--- src/rtl/lbm_bram_arbiter.sv ---
// Four-port round-robin BRAM arbiter with per-requester burst lock and read-return tracking.
// Grants are combinational; BRAM address/data/we are registered and read data is tagged back to its requester.
module lbm_bram_arbiter #(
  parameter int unsigned ADDR_W = 13,
  parameter int unsigned DATA_W = 16,
  parameter int unsigned RD_LAT = 1
) (
  input  logic                  clk,
  input  logic                  rst,
  input  logic [3:0]            req,
  input  logic [3:0]            lock,
  input  logic [3:0]            we,
  input  logic [4*ADDR_W-1:0]   addr,
  input  logic [4*DATA_W-1:0]   wdata,
  output logic [3:0]            gnt,
  output logic [3:0]            rvalid,
  output logic [DATA_W-1:0]     rdata,
  output logic [ADDR_W-1:0]     mem_addr,
  output logic [DATA_W-1:0]     mem_din,
  output logic                  mem_we,
  input  logic [DATA_W-1:0]     mem_dout
);

  typedef enum logic {
    ST_OPEN,
    ST_LOCKED
  } state_t;

  state_t              r_state;
  state_t              w_state_nxt;
  logic [1:0]          r_owner;
  logic [1:0]          r_ptr;
  logic [1:0]          w_sel;
  logic [1:0]          w_idx;
  logic                w_acc;
  logic                w_hold;
  logic [ADDR_W-1:0]   w_addr;
  logic [DATA_W-1:0]   w_din;
  logic                w_we;

  logic [ADDR_W-1:0]   r_mem_addr;
  logic [DATA_W-1:0]   r_mem_din;
  logic                r_mem_we;
  logic                r_pv  [RD_LAT];
  logic [1:0]          r_pid [RD_LAT];
  logic [3:0]          r_rvalid;

  // Pointer always moves to (winner+1), so a released owner naturally resumes at owner+1.
  always_comb begin
    w_hold = (r_state == ST_LOCKED) && req[r_owner] && lock[r_owner];
    w_acc  = 1'b0;
    w_sel  = r_ptr;
    w_idx  = r_ptr;
    if (w_hold) begin
      w_acc = 1'b1;
      w_sel = r_owner;
    end else begin
      for (int unsigned k = 0; k < 4; k++) begin
        w_idx = r_ptr + 2'(k);
        if (!w_acc && req[w_idx]) begin
          w_acc = 1'b1;
          w_sel = w_idx;
        end
      end
    end

    gnt = '0;
    if (w_acc) gnt[w_sel] = 1'b1;

    w_state_nxt = (w_acc && lock[w_sel]) ? ST_LOCKED : ST_OPEN;

    w_addr = '0;
    w_din  = '0;
    w_we   = 1'b0;
    for (int unsigned k = 0; k < 4; k++) begin
      if (w_sel == 2'(k)) begin
        w_addr = addr[k*ADDR_W +: ADDR_W];
        w_din  = wdata[k*DATA_W +: DATA_W];
        w_we   = we[k];
      end
    end
  end

  always_ff @(posedge clk or posedge rst) begin
    if (rst) begin
      r_state <= ST_OPEN;
      r_owner <= '0;
      r_ptr   <= '0;
    end else begin
      r_state <= w_state_nxt;
      if (w_acc) begin
        r_owner <= w_sel;
        r_ptr   <= w_sel + 2'd1;
      end
    end
  end

  always_ff @(posedge clk or posedge rst) begin
    if (rst) begin
      r_mem_addr <= '0;
      r_mem_din  <= '0;
      r_mem_we   <= 1'b0;
    end else if (w_acc) begin
      r_mem_addr <= w_addr;
      r_mem_din  <= w_din;
      r_mem_we   <= w_we;
    end else begin
      r_mem_we   <= 1'b0;
    end
  end

  // Stage 0 lines up with mem_addr; the extra output register covers the BRAM latency edge.
  always_ff @(posedge clk or posedge rst) begin
    if (rst) begin
      for (int unsigned i = 0; i < RD_LAT; i++) begin
        r_pv[i]  <= 1'b0;
        r_pid[i] <= '0;
      end
      r_rvalid <= '0;
    end else begin
      r_pv[0]  <= w_acc & ~w_we;
      r_pid[0] <= w_sel;
      for (int unsigned i = 1; i < RD_LAT; i++) begin
        r_pv[i]  <= r_pv[i-1];
        r_pid[i] <= r_pid[i-1];
      end
      r_rvalid <= r_pv[RD_LAT-1] ? (4'b0001 << r_pid[RD_LAT-1]) : 4'b0000;
    end
  end

  assign mem_addr = r_mem_addr;
  assign mem_din  = r_mem_din;
  assign mem_we   = r_mem_we;
  assign rvalid   = r_rvalid;
  assign rdata    = mem_dout;

endmodule

--- config.mk ---
export PLATFORM = sky130hd
export DESIGN_NAME = lbm_bram_arbiter
export DESIGN_NICKNAME = d
export VERILOG_FILES = /design/src/rtl/lbm_bram_arbiter.sv
export SDC_FILE = /design/constraint.sdc
export NUM_CORES = 1
export LEC_CHECK = 0
export BUFFER_PORTS_ARGS = -buffer_cell sky130_fd_sc_hd__buf_2
export CORE_MARGIN = 5
export CORE_UTILIZATION = 45
export CTS_BUF_LIST = sky130_fd_sc_hd__clkbuf_4
export CTS_CLUSTER_SIZE = 8
export DETAILED_ROUTE_END_ITERATION = 16
export GPL_ROUTABILITY_DRIVEN = 0
export PLACE_DENSITY = 0.93
export REMOVE_ABC_BUFFERS = 1
export SLEW_MARGIN = 20
export SYNTH_ARGS = -nofsm -noshare
export SYNTH_HDL_FRONTEND = slang
export SYNTH_SLANG_ARGS = --single-unit
--- constraint.sdc ---
create_clock -name clk -period 8.5 [get_ports clk]
set_input_delay 1.7 -clock clk [delete_from_list [all_inputs] [get_ports clk]]
set_output_delay 1.7 -clock clk [all_outputs]
set_load 0.01 [all_outputs]
==> impl_metrics.json <==
{
  "critPathMaxFanout": 61,
  "setup_viol": 0,
  "ctsHoldBuffers": 0,
  "clkSlewWorstSetupHoldPaths_ns": 0.12,
  "cts.sinks": 42,
  "cts_buffers": 5,
  "drive_gt1_frac": 0.403,
  "first_global_vias": 2798,
  "endpoint_kind": "output port",
  "rows": 28,
  "synth_top_area_share": 0.389,
  "powerDensity_nw_per_um2": 377,
  "avgSynthCellArea_sq_um": 8.19,
  "ys_types": 35,
  "io_pins": 200,
  "p_seq_frac": 0.272,
  "crit_buf_inv": 3,
  "crit_path_top_delay_cell": "ha_2",
  "finalHoldViolations": 0,
  "criticalPathCategory": "primary input to output port",
  "peakVddDrop_uv": 198,
  "synth_cells": 330,
  "switching_share": 0.442,
  "clk_latency_ns": 0.34,
  "ant_nets": 0,
  "die_area_sq_um": 7660,
  "cpPeakStageDelay_ns": 0.88,
  "drt_first_iter_violations": 141,
  "htreeDepth": 2,
  "grt_overflow": 0,
  "tightest_slew_ns": 1.05,
  "critPathTopFamily": "adder cells",
  "vias": 2954,
  "routed_wl_um": 8510,
  "synth_top_cell_by_area": "dfrtp_1",
  "synth.yosys.seq_area_share": 0.389,
  "cts.path.max_buffers": 2,
  "hold-worst-slack_ns": 0.474,
  "final_cell_mix": "buf_2 (167), dfrtp_1 (42), nand2_1 (39)",
  "yosys_warnings": 0,
  "fin_crit_sh": 0.673,
  "drt-pass1-iter-count": 4,
  "rsz0062_at_grt": "no",
  "placed_cells": 529,
  "nNetsFinal": 611,
  "skew_ns": 0.00591,
  "cts_tree": "yes",
  "root_buffer": "clkbuf_4",
  "status": "finished clean",
  "slew_headroom": 0.299,
  "drc": 0,
  "synth_edf_count": 0,
  "min_period_ns": 5.72,
  "crit_top_cell": "buf_2",
  "setup_tns_ns": 0,
  "synth-seq-cells": 42,
  "async_flop_share": 1.00,
  "grt_max_degree": 66,
  "grt.total_usage": 0.221,
  "grt_antenna_before_repair": 0,
  "grt_pass1_wl_um": 13100,
  "core_area_sq_um": 5890,
  "synthFlopType": "dfrtp_1",
  "dp_hpwl_um": 6560,
  "cp_cell_sequence": "buf_2 > nand2_1 > o21ai_1 > a221oi_1 > or2_2 > inv_1 > ha_2 > and2_1 > buf_2",
  "fmax_mhz": 175,
  "start_kind": "primary input",
  "syn2layout_area_growth_pct": 30.6,
  "fin_cells": 537,
  "power_leakage_uw": 0.00171,
  "port_buffers": 167,
  "power.switching_uw": 587,
  "cp.required_ns": 6.80,
  "slew_violations": 0,
  "cap_viol_max_count": 0,
  "final_common_cell": "buf_2",
  "die_w_um": 87.5,
  "antenna_cells": 0,
  "min_path_type": "flip-flop to flip-flop",
  "vias_per_cell": 5.50,
  "internal_power_uw": 742,
  "initial_utilization": 0.459,
  "cts_resized": 0,
  "wl_per_cell_um": 15.8,
  "arrival_ns": 4.02,
  "ys_top_cells_by_area": "dfrtp_1 (39%), a221oi_1 (9.7%), nor2b_1 (7.6%)",
  "die_h_um": 87.5,
  "post_cts_buffers": 0,
  "p_comb_frac": 0.613,
  "clkPwrFrac": 0.115,
  "netlist_area_sq_um": 2700
}
==> layout make-up <==
cell class                      count  area [sq um]
Clock inverter                      3          63.8
Fill cell                         535          2360
Tap cell                           75          93.8
Timing Repair Buffer              169           851
Multi-Input combinational cell    238          1410
Inverter                            5          18.8
Sequential cell                    42          1050
Clock buffer                        5          37.5
==> layer usage <==
layer | global-route usage | routed length (um) | vias up
li1 | - | - | 1430
met1 | 0.253 | 3120 | 1344
met2 | 0.366 | 4000 | 165
met3 | 0.101 | 1200 | 13
met4 | 0.0586 | 102 | 2
met5 | 0.0769 | 76 | -
==> kinds of logic after synthesis <==
family / share of synthesized area
buffers and inverters: 0.0954
muxes: 0.00370
and+or+nand+nor: 0.240
DFF: 0.389
adders and majority gates: 0.0185
AOI/OAI and AO/OA: 0.253
==> sequential cells by signal, summed over array words and instances, names as in the netlist <==
signal	count
mem_we	1
r_state	1
r_pid	2
r_ptr	2
r_owner	2
rvalid	4
r_pv	1
mem_din	16
mem_addr	13
==> synthesized netlist by cell type (all sizes together) (2+ instances only) <==
cell / n
ha: 4
nand3: 2
nor3: 30
clkbuf: 22
and2: 5
nand4b: 2
inv: 5
buf: 23
nor2b: 33
nand2: 39
a221oi: 31
nor2: 6
o21ai: 33
dfrtp: 42
a21oi: 38
nand3b: 2
==> power groups by stage <==
stage                     registers [uW]  clock network [uW]  logic [uW]
after global routing                 374                 169         919
after floorplan                      397                   0         522
after CTS                            360                 158         819
final                                361                 153         815
after global placement               359                   0         782
after detailed placement             364                   0         821
==> path summary, 6_finish.rpt <==
| check | startpoint | to | slack, ns | cells past startpoint |
|---|---|---|---|---|
| worst max register to register | r_owner[0] | r_pv | 5.33 | 12 |
| max in group asynchronous | rst | mem_din[0] | 6.44 | 2 |
| worst max-delay path | req[3] | gnt[3] | 2.78 | 9 |
| worst min register to register | r_pid[1] | rvalid[1] | 0.47 | 1 |
| min in group asynchronous | rst | mem_addr[10] | 1.53 | 2 |
| worst min-delay path | r_pid[1] | rvalid[1] | 0.47 | 1 |
==> metrics by stage <==
step | worst slack, ns | power, uW | utilization | instance area (sq um)
2_1_floorplan | 1.95 | 918 | - | 2460
3_3_place_gp | 2.93 | 1140 | 0.581 | 3420
3_5_place_dp | 2.80 | 1180 | 0.581 | 3420
4_1_cts | 2.83 | 1340 | 0.599 | 3520
5_1_grt | 2.60 | 1460 | 0.599 | 3530
6_report | 2.78 | 1330 | 0.599 | 3530
(Power assumes the default switching activity.)
